## src/rtl/tftlcd_rx.sv

```systemverilog
// DE-mode TFT LCD pixel receiver: locks on a long vertical blank, emits pixels with coordinates,
// and checks every line and frame against the expected H_ACTIVE x V_ACTIVE geometry.
module tftlcd_rx #(
    parameter int unsigned H_ACTIVE   = 800,
    parameter int unsigned V_ACTIVE   = 480,
    parameter int unsigned VBLANK_MIN = 3000
) (
    input  logic        i_CLK,
    input  logic        i_RSTn,
    input  logic [7:0]  R,
    input  logic [7:0]  G,
    input  logic [7:0]  B,
    input  logic        DEN,
    input  logic        STBYB,
    output logic [23:0] o_RGB,
    output logic        o_Valid,
    output logic [15:0] o_XPx,
    output logic [15:0] o_YPx,
    output logic        o_SOF,
    output logic        o_EOL,
    output logic        o_EOF,
    output logic        o_LineErr,
    output logic        o_FrameErr,
    output logic        o_Locked
);

    localparam int unsigned CW      = 16;
    localparam logic [CW-1:0] CNT_MAX = '1;
    localparam logic [CW-1:0] H_LEN   = 16'(H_ACTIVE);
    localparam logic [CW-1:0] H_LAST  = 16'(H_ACTIVE - 1);
    localparam logic [CW-1:0] V_LEN   = 16'(V_ACTIVE);
    localparam logic [CW-1:0] VB_LEN  = 16'(VBLANK_MIN);

    typedef enum logic [1:0] {
        S_SEARCH = 2'd0,
        S_ARMED  = 2'd1,
        S_ACTIVE = 2'd2
    } state_t;

    function automatic logic [CW-1:0] sat_inc(input logic [CW-1:0] v);
        return (v == CNT_MAX) ? v : v + 16'd1;
    endfunction

    // Input sampling stage; in_vld_q masks the reset value of the stage on the first edge.
    logic [23:0] rgb_q;
    logic        den_q;
    logic        den_d1_q;
    logic        stbyb_q;
    logic        in_vld_q;

    always_ff @(posedge i_CLK or negedge i_RSTn) begin
        if (!i_RSTn) begin
            rgb_q    <= '0;
            den_q    <= 1'b0;
            den_d1_q <= 1'b0;
            stbyb_q  <= 1'b0;
            in_vld_q <= 1'b0;
        end else begin
            rgb_q    <= {R, G, B};
            den_q    <= DEN;
            den_d1_q <= den_q;
            stbyb_q  <= STBYB;
            in_vld_q <= 1'b1;
        end
    end

    state_t        state_q, state_d;
    logic [CW-1:0] blank_q, blank_d;
    logic [CW-1:0] x_q, x_d;
    logic [CW-1:0] y_q, y_d;
    logic          locked_q, locked_d;

    logic [23:0]   out_rgb_q, out_rgb_d;
    logic          out_valid_q, out_valid_d;
    logic [CW-1:0] out_x_q, out_x_d;
    logic [CW-1:0] out_y_q, out_y_d;
    logic          out_sof_q, out_sof_d;
    logic          out_eol_q, out_eol_d;
    logic          out_eof_q, out_eof_d;
    logic          out_lerr_q, out_lerr_d;
    logic          out_ferr_q, out_ferr_d;

    logic          rise_c;
    logic          fall_c;
    logic          standby_c;
    logic [CW-1:0] blank_nxt_c;
    logic          gap_done_c;
    logic          emit_c;
    logic [CW-1:0] emit_x_c;
    logic [CW-1:0] emit_y_c;

    assign rise_c      = in_vld_q & den_q & ~den_d1_q;
    assign fall_c      = in_vld_q & ~den_q & den_d1_q;
    assign standby_c   = in_vld_q & ~stbyb_q;
    assign blank_nxt_c = den_q ? '0 : sat_inc(blank_q);
    assign gap_done_c  = (blank_nxt_c == VB_LEN);

    // State register
    always_ff @(posedge i_CLK or negedge i_RSTn) begin
        if (!i_RSTn) begin
            state_q <= S_SEARCH;
        end else begin
            state_q <= state_d;
        end
    end

    // Next-state logic; a frame close outranks a line start in the same cycle
    always_comb begin
        state_d = state_q;
        if (in_vld_q) begin
            if (standby_c) begin
                state_d = S_SEARCH;
            end else begin
                case (state_q)
                    S_SEARCH: if (gap_done_c) state_d = S_ARMED;
                    S_ARMED:  if (rise_c)     state_d = S_ACTIVE;
                    S_ACTIVE: if (gap_done_c) state_d = rise_c ? S_ACTIVE : S_ARMED;
                    default:                  state_d = S_SEARCH;
                endcase
            end
        end
    end

    // Counters, frame checks and registered pixel outputs
    always_comb begin
        blank_d    = blank_q;
        x_d        = x_q;
        y_d        = y_q;
        locked_d   = locked_q;
        emit_c     = 1'b0;
        emit_x_c   = '0;
        emit_y_c   = '0;
        out_eof_d  = 1'b0;
        out_ferr_d = 1'b0;
        out_lerr_d = 1'b0;

        if (in_vld_q) begin
            if (standby_c) begin
                blank_d  = '0;
                x_d      = '0;
                y_d      = '0;
                locked_d = 1'b0;
            end else begin
                blank_d = blank_nxt_c;
                case (state_q)
                    S_ACTIVE: begin
                        if (gap_done_c) begin
                            out_eof_d  = (y_q == V_LEN);
                            out_ferr_d = (y_q != V_LEN);
                            locked_d   = (y_q == V_LEN);
                            x_d        = '0;
                            y_d        = '0;
                            emit_c     = rise_c;
                        end else begin
                            if (fall_c) begin
                                y_d        = sat_inc(y_q);
                                out_lerr_d = (x_q != H_LEN);
                            end
                            emit_c   = den_q;
                            emit_x_c = rise_c ? '0 : x_q;
                            emit_y_c = y_q;
                        end
                    end
                    S_ARMED: begin
                        x_d    = '0;
                        y_d    = '0;
                        emit_c = rise_c;
                    end
                    default: begin
                        x_d = '0;
                        y_d = '0;
                    end
                endcase
            end
        end

        if (emit_c) begin
            x_d = sat_inc(emit_x_c);
        end

        out_valid_d = emit_c;
        out_rgb_d   = emit_c ? rgb_q : '0;
        out_x_d     = emit_x_c;
        out_y_d     = emit_y_c;
        out_sof_d   = emit_c && (emit_x_c == '0) && (emit_y_c == '0);
        out_eol_d   = emit_c && (emit_x_c == H_LAST);
    end

    always_ff @(posedge i_CLK or negedge i_RSTn) begin
        if (!i_RSTn) begin
            blank_q     <= '0;
            x_q         <= '0;
            y_q         <= '0;
            locked_q    <= 1'b0;
            out_rgb_q   <= '0;
            out_valid_q <= 1'b0;
            out_x_q     <= '0;
            out_y_q     <= '0;
            out_sof_q   <= 1'b0;
            out_eol_q   <= 1'b0;
            out_eof_q   <= 1'b0;
            out_lerr_q  <= 1'b0;
            out_ferr_q  <= 1'b0;
        end else begin
            blank_q     <= blank_d;
            x_q         <= x_d;
            y_q         <= y_d;
            locked_q    <= locked_d;
            out_rgb_q   <= out_rgb_d;
            out_valid_q <= out_valid_d;
            out_x_q     <= out_x_d;
            out_y_q     <= out_y_d;
            out_sof_q   <= out_sof_d;
            out_eol_q   <= out_eol_d;
            out_eof_q   <= out_eof_d;
            out_lerr_q  <= out_lerr_d;
            out_ferr_q  <= out_ferr_d;
        end
    end

    assign o_RGB      = out_rgb_q;
    assign o_Valid    = out_valid_q;
    assign o_XPx      = out_x_q;
    assign o_YPx      = out_y_q;
    assign o_SOF      = out_sof_q;
    assign o_EOL      = out_eol_q;
    assign o_EOF      = out_eof_q;
    assign o_LineErr  = out_lerr_q;
    assign o_FrameErr = out_ferr_q;
    assign o_Locked   = locked_q;

endmodule
```

## config.mk

```make
export PLATFORM = sky130hd
export DESIGN_NAME = tftlcd_rx
export DESIGN_NICKNAME = d
export VERILOG_FILES = /design/src/rtl/tftlcd_rx.sv
export SDC_FILE = /design/constraint.sdc
export NUM_CORES = 1
export LEC_CHECK = 0
export BUFFER_PORTS_ARGS = -buffer_cell sky130_fd_sc_hd__buf_2
export CAP_MARGIN = 20
export CORE_ASPECT_RATIO = 1.75
export CORE_MARGIN = 3
export CORE_UTILIZATION = 39
export DETAILED_ROUTE_END_ITERATION = 10
export PLACE_DENSITY = 0.72
export SLEW_MARGIN = 20
export SYNTH_ARGS = -nofsm -noshare
export SYNTH_HDL_FRONTEND = slang
export SYNTH_SLANG_ARGS = --single-unit
```

## constraint.sdc

```tcl
create_clock -name i_CLK -period 4.6 [get_ports i_CLK]
set_input_delay 0 -clock i_CLK [delete_from_list [all_inputs] [get_ports i_CLK]]
set_output_delay 0 -clock i_CLK [all_outputs]
set_load 0.01 [all_outputs]
```

# Yosys cells after proc, flatten, opt, wreduce, memory -nomap -nowiden
# Cells that the tools add are included.
[op_classes]
addsub = 3
eq_ne = 16
mux = 50
bitwise_logic = 8
reduce_logical = 13
[ops]
columns = ["cell", "count"]
rows = [
  ["$mux 16", 23],
  ["$add 16x1->16 const B", 3],
  ["$eq 16x16->1 const B", 3],
  ["$logic_not 16->1", 2],
  ["$mux 24", 1],
  ["$mux 1", 19],
  ["$eq 16x10->1 const B", 1],
  ["$eq 16x12->1 const B", 1],
  ["$eq 16x9->1 const B", 1],
  ["$ne 16x10->1 const B", 1],
  ["$ne 16x9->1 const B", 1],
  ["$ne 4x4->1 const B", 3],
  ["$mux 2", 5],
  ["$ne 3x3->1 const B", 3],
  ["$pmux 2 s3", 1],
  ["$reduce_and 3->1", 2],
  ["$reduce_bool 2->1", 3],
  ["$and 1x1->1", 5],
  ["$reduce_and 4->1", 1],
  ["$logic_and 1x1->1", 3],
  ["$not 1->1", 3],
  ["$eq 2x1->1 const B", 1],
  ["$eq 2x2->1 const B", 1],
  ["$logic_not 2->1", 1],
  ["2 further kinds", 2],
]
[totals]
register_bits = 141
inputBits = 28
output_inout_bits = 63
word_cells = 109

# Longest topological paths before layout
# Gate-level depths: netlist of run 1.
[depth]
ltp_word = 11
depth_mapped = 18
mapped_depth_nobuf = 15

# Least setup slack after synthesis of run 1
# No wires, ideal clock.
[synth_path]
path_type = "register -> register"
startpoint = "register blank_q[0]"
endpoint = "register x_q[11]"
setup_ps = 124
arrival_time_ps = 4523
required_ps = 4476
setup_slack_ps = -47
stages_incl_launch_ff = 18
n_path_buf = 2
synth_period_minus_slack_ps = 4647
path_cell_list = "dfrtp_1 ha_1 clkbuf_1 xnor2_1 nand3_1 or4_2 a211o_2 nor4_2 buf_2 nor3_1 ha_1 nand4_1 nor3_1 and3_1 nor3_1 nand3_1 and3_1 a211o_2"
[synth_between]
elab_chain_len = 11
word_cells_on_any_way = 20
classes_between = "2 x add/sub; 4 x eq/ne; 12 x mux; 2 x reduce/logical"
[synth_lines]
columns = ["element", "line", "source"]
rows = [
  ["start, declared", "68", "logic [CW-1:0] blank_q, blank_d;"],
  ["start signal, assigned", "205", "blank_q <= blank_d;"],
  ["$add 16x1->16 or $eq 16x16->1 (tied branches)", "41", "return (v == CNT_MAX) ? v : v + 16'd1;"],
  ["$mux 16 (*)", "41", ""],
  ["$mux 16 (*)", "95", "assign blank_nxt_c = den_q ? '0 : sat_inc(blank_q);"],
  ["$eq 16x12->1 (*)", "96", "assign gap_done_c = (blank_nxt_c == VB_LEN);"],
  ["$mux 16 (*)", "147", "if (gap_done_c) begin"],
  ["$mux 16 (*)", "145", "case (state_q)"],
  ["$mux 16 (*)", "138", "if (standby_c) begin"],
  ["$mux 16 (*)", "137", "if (in_vld_q) begin"],
  ["named net emit_x_c[0]", "89", "logic [CW-1:0] emit_x_c;"],
  ["$add 16x1->16 or $eq 16x16->1 (tied branches)", "41", ""],
  ["$mux 16 (*)", "41", ""],
  ["$mux 16 (*)", "177", "if (emit_c) begin"],
  ["end signal, assigned", "192", "x_q <= '0;"],
  ["end signal, assigned", "206", "x_q <= x_d;"],
  ["end, declared", "69", "logic [CW-1:0] x_q, x_d;"],
]
# Mark *: on every way through the listed nets, which the timed path passes. The rest lies on a longest branch.
# A chain may end at the register's enable or synchronous reset.

# Worst setup path in the final report of run 1
[layout_path]
startpoint = "register blank_q[10]"
endpoint = "register x_q[9]"
# The elaborated chain is that of the path after synthesis.

==> impl_metrics.toml, run 1 <==
[outcome]
outcome = "finished clean"

[clock_tree]
cts_root_buf = "clkbuf_16"
cts.sinks = 141
cts_made_buffers = 17
cts.clk_slew.worst_paths_ns = 0.06
cts_tree = "done"
clk_latency_ns = 0.42
clock_path_buffers = 2
htreeDepth = 4

[timing]
drv_slew = 0
finalClockSkew_ns = 0.0118
slew_headroom_pct = 34.0
grt_setup_unrepaired = "false"
fin_crit_sh_pct = 92.2
setup_viol = 0
fmax_mhz = 236
whs_ns = 0.209
fin_setup_tns_ns = 0
worstMarginPinSlew_ns = 0.988
layout_min_cycle_time_ns = 4.24
finalHoldViolations = 0

[critical_path]
crit_required_ns = 4.90
cp.arrival_ns = 4.55
cp_max_fo = 8
cpPeakStageDelay_ns = 0.50
path_class = "register to register"
worstSetupStartpointType = "register"
crit_top_cell = "nor3_1"
crit_chain = "nand4_4, nor4_4, or4b_1, a211o_2, nor4_4, nor3_1, ha_1, nand4_1, nor3_1, and3_1, nor3_1, buf_4, nand3_1, and3_1, a211o_2"
end_kind = "register"
crit_slowest_cell = "or4b_1"

[floorplanning]
core_area_um2 = 15600
rows = 60
die-area_um2 = 17700
ios = 91
die_x_um = 102
start_util_pct = 40.2
die_h_um = 174

[grt]
antenna_found_initial = 0
grt_pass1_wl_mm = 25.4
gr-total-overflow = 0
grt_pass1_vias = 5109
grt_start_max_net_pins = 98
grt_use_total_pct = 17.9

[power_and_ir_drop]
p_per_area_nw_per_um2 = 334
leakage_nw = 3.78
ir_drop_uv = 249

[synth]
ys_top_cells_by_area = "dfrtp_1 56%, and2_1 3.9%, nand2_1 3.4%, nand3_1 2.9%, and3_1 2.7%"
synthFlopType = "dfrtp_1"
ys_ff_latch = 141
synth_area_leader_cell = "dfrtp_1"
postSynthCellCount = 609
ys_seq_area_share_pct = 56.1
netlist.area_leader.share_pct = 56.1
synth_warnings = 0
synth_edf_count = 0
syn_nets = 646
avgSynthCellArea_um2 = 10.3
yosysUniqueCellTypes = 65
synth_area_um2 = 6280
async_flop_share_pct = 100

[finish]
utilization_pct = 50.2
layout_common_cells = "136 x dfrtp_1, 89 x buf_2, 57 x nand2_1"
fin_nets = 769
area_growth_pct = 24.7
drive_above_1_share_pct = 23.0
final_common_cell = "dfrtp_1"
fin_area_um2 = 7840
diodes = 0

[route]
vias = 5042
wl_per_cell_um = 16.3
vias_per_cell = 5.42
drtPass1Iterations = 4
postRouteAntennaNets = 0
drc_errors = 0
routed_wl_mm = 15.2
dr.first_iter.drc_count = 285

[min_path]
min_path_type = "input pin to async pin"

[run]
drv_cap = 0

[place]
gp_congestion = 0.910
port_buffers = 90
postPlaceCellArea_um2 = 6980
dp.final_hpwl_mm = 10.1
[Yosys cell counts, drive strengths merged (5+ instances only)]
| master | instances |
|---|---|
| a211o | 5 |
| a21oi | 24 |
| a31oi | 6 |
| and2 | 39 |
| and3 | 30 |
| and4 | 6 |
| buf | 7 |
| clkbuf | 25 |
| dfrtp | 141 |
| ha | 9 |
| inv | 22 |
| nand2 | 57 |
| nand3 | 36 |
| nand4 | 12 |
| nor2 | 41 |
| nor3 | 31 |
| nor4 | 12 |
| o211ai | 6 |
| o21ai | 23 |
| o31ai | 6 |
| xnor2 | 7 |
| xor2 | 8 |
[path summary, 6_finish.rpt]
kind	start	to	slack, ns	cells after the start
setup / recovery	blank_q[10]	x_q[9]	0.36	15
hold / removal	i_RSTn	rgb_q[1]	0.21	2
setup reg to reg	blank_q[10]	x_q[9]	0.36	15
hold reg to reg	rgb_q[1]	o_RGB[1]	0.45	1
max in group asynchronous	i_RSTn	state_q[0]	3.31	3
min in group i_CLK	B[7]	rgb_q[7]	0.21	2
[logic make-up (layout without fill, tap and decap cells)]
kind of cell | after synthesis | count (layout) | share of synthesized area (%)
buffers and inverters | 54 | 190 | 3.46
AND/OR/NAND/NOR | 284 | 284 | 24.5
XOR/XNOR | 15 | 15 | 2.09
flip-flops | 141 | 141 | 56.1
AO/OA/AOI/OAI | 102 | 102 | 11.4
adder cells (fa/ha/maj) | 10 | 10 | 1.95
other | 1 | 1 | 0.0597
multiplexers | 2 | 2 | 0.338
[sequential cells by signal, summed over array words and instances (netlist names), 2 cells and up]
name     cells
o_RGB       24
rgb_q       24
blank_q     16
o_XPx       16
o_YPx       16
x_q         16
y_q         16
state_q      2
[routing by layer]
layer  global-route usage [%]  routed length [um]  vias up
li1                         -                   -     2410
met1                     20.5                5840     2406
met2                     31.5                8100      180
met3                     3.25                 731       46
met4                     8.32                 513        0
met5                        0                   0        -
[per-stage QoR]
| stage | std cells | setup WS (ns) | power [mW] |
|---|---|---|---|
| finish | 931 | 0.358 | 2.62 |
| global route | 931 | 0.00147 | 2.71 |
| CTS | 929 | 0.232 | 2.64 |
| detailed placement | 870 | 0.248 | 1.36 |
| global placement | 870 | 0.367 | 1.36 |
| floorplan | 609 | 0.0526 | 1.31 |
[layout make-up]
type / count / area, um2
repair buffers: 136 / 870
fillers: 1409 / 7780
well taps: 186 / 233
clock inverters: 14 / 108
flip-flops and latches: 141 / 3530
multi-input cells: 414 / 2570
inverters: 22 / 82.6
clock buffers: 18 / 439
[repair_timing]
item | in CTS | in global routing
endpoints found under the setup margin | 0 | 7
setup buffers | 0 | 2
endpoints found under the hold margin | 122 | 0
gates resized for setup | 0 | 8
hold buffers | 27 | 0
[critical path: cells and delay by family (launching register included)]
family / cells / cell delay, ns
fa+ha+maj: 1 / 0.28
compound gates: 2 / 0.73
buf+inv: 1 / 0.17
flops: 1 / 0.45
simple gates: 11 / 2.50
[power by group]
| part | internal, mW | total, mW | switching, mW | leakage (nW) |
|---|---|---|---|---|
| logic | 0.0358 | 0.0935 | 0.0576 | 1.62 |
| clock network | 0.710 | 1.26 | 0.551 | 0.264 |
| registers | 1.25 | 1.26 | 0.00910 | 1.90 |
| total | 2.00 | 2.62 | 0.618 | 3.78 |
(Power assumes the default switching activity.)
==> run 2: changes to the inputs <==
Settings changed: BUFFER_PORTS_ARGS -buffer_cell sky130_fd_sc_hd__buf_2 to -buffer_cell sky130_fd_sc_hd__clkbuf_2, CORE_UTILIZATION 39 to 30, PLACE_DENSITY 0.72 to 0.59.
Clock period 4.6 ns to 4.16 ns, I/O delays scaled along.
==> impl_metrics.toml, run 2 (synthesized netlist as in run 1, its figures left out) <==
[power_and_ir_drop]
clockPowerShare_pct = 50.9
leakage_nw = 3.83
p_switching_mw = 0.669
ir_drop_uv = 290
p_per_area_nw_per_um2 = 379
p_comb_share_pct = 3.5
total_power_mw = 3.06
p_sw_share_pct = 21.9
p_int_mw = 2.39
seq_power_share_pct = 45.7

[timing]
fin_setup_tns_ns = 0
grt_setup_unrepaired = "false"
finalHoldViolations = 0
drv_slew = 0
slew_headroom_pct = 35.3
layout_min_cycle_time_ns = 3.93
worstMarginPinSlew_ns = 0.968
fin_crit_sh_pct = 94.4
fmax_mhz = 255
setup_viol = 0
whs_ns = 0.222
finalClockSkew_ns = 0.00819

[run]
drv_cap = 0

[route]
vias = 5030
vias_per_cell = 5.02
drc_errors = 0
dr.first_iter.drc_count = 386
drtPass1Iterations = 4
postRouteAntennaNets = 0
wl_per_cell_um = 16.1
routed_wl_mm = 16.1

[clock_tree]
cts_made_buffers = 17
cts.sinks = 141
clock_path_buffers = 2
cts.clk_slew.worst_paths_ns = 0.06
clk_latency_ns = 0.42
cts_root_buf = "clkbuf_16"
cts_tree = "done"
post_cts_buffers = 0
htreeDepth = 4

[floorplanning]
die-area_um2 = 22800
rows = 69
die_h_um = 197
start_util_pct = 30.7
core_area_um2 = 20500
die_x_um = 115
ios = 91

[grt]
grt_pass1_wl_mm = 26.2
grt_start_max_net_pins = 103
grt_pass1_vias = 5227
antenna_found_initial = 0
grt_use_total_pct = 14.8
gr-total-overflow = 0

[critical_path]
crit_family = "simple AND/OR/NAND/NOR gates"
crit_required_ns = 4.47
cp_num_buf_inv = 0
path_class = "register to register"
worstSetupStartpointType = "register"
crit_chain = "nand4_1, nor4_4, or4b_1, a211o_4, nor4_4, nor3_1, ha_2, nand4_1, nor3_2, and3_1, nor3_4, nand3_1, and3_1, a211o_2"
cpPeakStageDelay_ns = 0.56
end_kind = "register"
cp.arrival_ns = 4.23
crit_slowest_cell = "dfrtp_1"
cp_max_fo = 13

[finish]
area_growth_pct = 28.3
nFillCells = 1985
diodes = 0
fin_nets = 779
layout_common_cells = "141 x dfrtp_1, 89 x clkbuf_2, 57 x nand2_1"
final_common_cell = "dfrtp_1"
drive_above_1_share_pct = 23.6

[min_path]
min_path_type = "input pin to register"

[place]
port_buffers = 90
dp.final_hpwl_mm = 11.4
gp_congestion = 0.897

[outcome]
outcome = "finished clean"
-- run 2: area by class of cell --
cell class                 count  area (um2)  area share [%]
clock buffer                  18         439            5.45
clock inverter                13         165            2.05
inverter                      22        82.6            1.02
multi-input combinational    414        2590            32.2
sequential                   141        3530            43.7
tap                          248         310            3.85
timing repair buffer         146         945            11.7
-- run 2: repair_timing --
item | 4_1_cts | 5_1_grt
endpoints found under the setup margin | 0 | 2
resized for setup | 0 | 1
hold buffers | 27 | 0
endpoints found under the hold margin | 127 | 0
-- run 2: per-layer routing --
metal | wire [um] | global-route usage [%] | vias to the layer above
met5 | 0 | 0 | -
met4 | 602 | 8.18 | 0
met3 | 365 | 2.64 | 33
met2 | 9160 | 27.3 | 96
met1 | 5980 | 15.3 | 2476
li1 | - | - | 2425
-- run 2: worst paths after layout --
check | endpoint | depth (start not counted) | slack (ns) | start
worst max-delay path | x_q[11] | 14 | 0.23 | blank_q[2]
worst min-delay path | den_q | 2 | 0.22 | DEN
worst max register to register | x_q[11] | 14 | 0.23 | blank_q[2]
worst min register to register | o_RGB[17] | 1 | 0.44 | rgb_q[17]
max in group asynchronous | o_Valid | 3 | 2.83 | i_RSTn
min in group asynchronous | o_YPx[12] | 2 | 0.25 | i_RSTn
-- run 2: power groups by stage --
stage               registers (mW)  clock network, mW  logic (mW)
floorplan                     1.42                  0      0.0330
global placement              1.42                  0      0.0861
detailed placement            1.42                  0      0.0872
CTS                           1.40               1.60       0.109
global route                  1.40               1.66       0.120
finish                        1.40               1.55       0.106
-- run 2: metrics by stage --
step                      std cells  cell area (um2)  util [%]  setup slack [ns]
after floorplan                 609             6340         -           0.00184
after global placement          944             7180      35.1             0.304
after detailed placement        944             7180      35.1             0.187
after CTS                      1002             8060      39.4             0.165
after global routing           1002             8070      39.4           0.00634
final                          1002             8070      39.4             0.232
==> run 3: changes to the inputs <==
Settings changed: REMOVE_ABC_BUFFERS set to 1.
==> impl_metrics.toml, run 3 (synthesized netlist as in run 1, its figures left out) <==
[floorplanning]
rows = 69
core_area_um2 = 20500
die-area_um2 = 22800
start_util_pct = 30.7
die_x_um = 115
die_h_um = 197
ios = 91

[clock_tree]
clock_path_buffers = 2
cts_root_buf = "clkbuf_16"
htreeDepth = 4
cts.clk_slew.worst_paths_ns = 0.06
cts_tree = "done"
cts.sinks = 141
post_cts_buffers = 0
cts_made_buffers = 17
clk_latency_ns = 0.42

[place]
dp.final_hpwl_mm = 11.4
port_buffers = 90
postPlaceCellArea_um2 = 7180
dpl_worst_slack_ns = -0.0154
gp_congestion = 0.914

[critical_path]
end_kind = "register"
path_class = "register to register"
regToRegSetupSlack_ns = 0.20
cp_max_fo = 10
rr_worst_depth = 17
worstSetupStartpointType = "register"
crit_required_ns = 4.46
cp.arrival_ns = 4.26

[timing]
fin_crit_sh_pct = 95.2
setup_viol = 0
grt_setup_unrepaired = "false"
worstMarginPinSlew_ns = 0.954
layout_min_cycle_time_ns = 3.96
setup_slack_ns = 0.199
fmax_mhz = 252
finalHoldViolations = 0
slew_headroom_pct = 36.2
finalClockSkew_ns = 0.00802
drv_slew = 0
fin_setup_tns_ns = 0

[finish]
utilization_pct = 39.5
drive_above_1_share_pct = 24.1
fin_nets = 785
layout_common_cells = "141 x dfrtp_1, 89 x clkbuf_2, 57 x nand2_1"
diodes = 0
final_common_cell = "dfrtp_1"
area_growth_pct = 28.6
fin_area_um2 = 8090

[run]
drv_cap = 0

[grt]
grt_pass1_wl_mm = 26.9
gr-total-overflow = 0
grt_start_max_net_pins = 79
grt_pass1_vias = 5339
antenna_found_initial = 0
grt_use_total_pct = 15.1

[route]
dr.first_iter.drc_count = 322
drtPass1Iterations = 5
postRouteAntennaNets = 0
routed_wl_mm = 16.1
wl_per_cell_um = 16.0
vias_per_cell = 5.04
drc_errors = 0
vias = 5078

[min_path]
min_path_type = "input pin to async pin"

[power_and_ir_drop]
leakage_nw = 3.85
p_per_area_nw_per_um2 = 371
total_power_mw = 3.00
ir_drop_uv = 271

[outcome]
outcome = "finished clean"
run 3: repair_timing:
| item | CTS | global route |
|---|---|---|
| pin swaps | 0 | 2 |
| hold endpoints to repair | 102 | 0 |
| resized for setup | 2 | 6 |
| setup endpoints to repair | 3 | 10 |
| hold buffers | 27 | 0 |
run 3: layout make-up:
cell class              count  area [um2]
repair buffers            152         990
inverters                  22        82.6
flip-flops and latches    141        3530
fillers                  1949       12400
well taps                 248         310
multi-input cells         414        2590
clock buffers              19         443
clock inverters            12         138
run 3: critical path, stage by stage (launching register included):
cell and delay (ns):
dfrtp_1 0.38, ha_1 0.22, buf_4 0.17, nand4_1 0.21, nor4_4 0.10, or3b_2 0.53
xor2_2 0.19, nor4_4 0.39, nor3_2 0.10, ha_2 0.24, nand4_1 0.12, nor3_1 0.08
and3_1 0.23, nor3_1 0.14, buf_4 0.16, nand3_1 0.09, and3_1 0.20, a211o_2 0.31
run 3: through the flow:
stage,hold WS [ns],instances
floorplan,-0.296,577
global placement,0.0925,950
detailed placement,0.0942,950
CTS,0.207,1008
global route,0.217,1008
finish,0.192,1008
run 3: power by group:
group          internal (mW)  switching [mW]  leakage, nW
clock                  0.901           0.597        0.280
sequential              1.39         0.00607         1.90
combinational         0.0436          0.0686         1.67
total                   2.33           0.671         3.85
run 3: final timing paths:
check                                 from         end
worst min register to register    rgb_q[0]    o_RGB[0]
min in group i_CLK                    R[7]   rgb_q[23]
worst max-delay path            blank_q[0]      x_q[9]
max in group asynchronous           i_RSTn  state_q[0]
worst max register to register  blank_q[0]      x_q[9]
worst min-delay path                i_RSTn   o_RGB[15]
run 3: routing by layer:
layer | global-route usage, % | part of all wire (%) | up-vias
met5 | 0 | 0 | -
met4 | 8.75 | 4.0 | 0
met3 | 2.70 | 3.0 | 40
met2 | 28.1 | 57 | 123
met1 | 15.3 | 36 | 2476
li1 | - | - | 2439
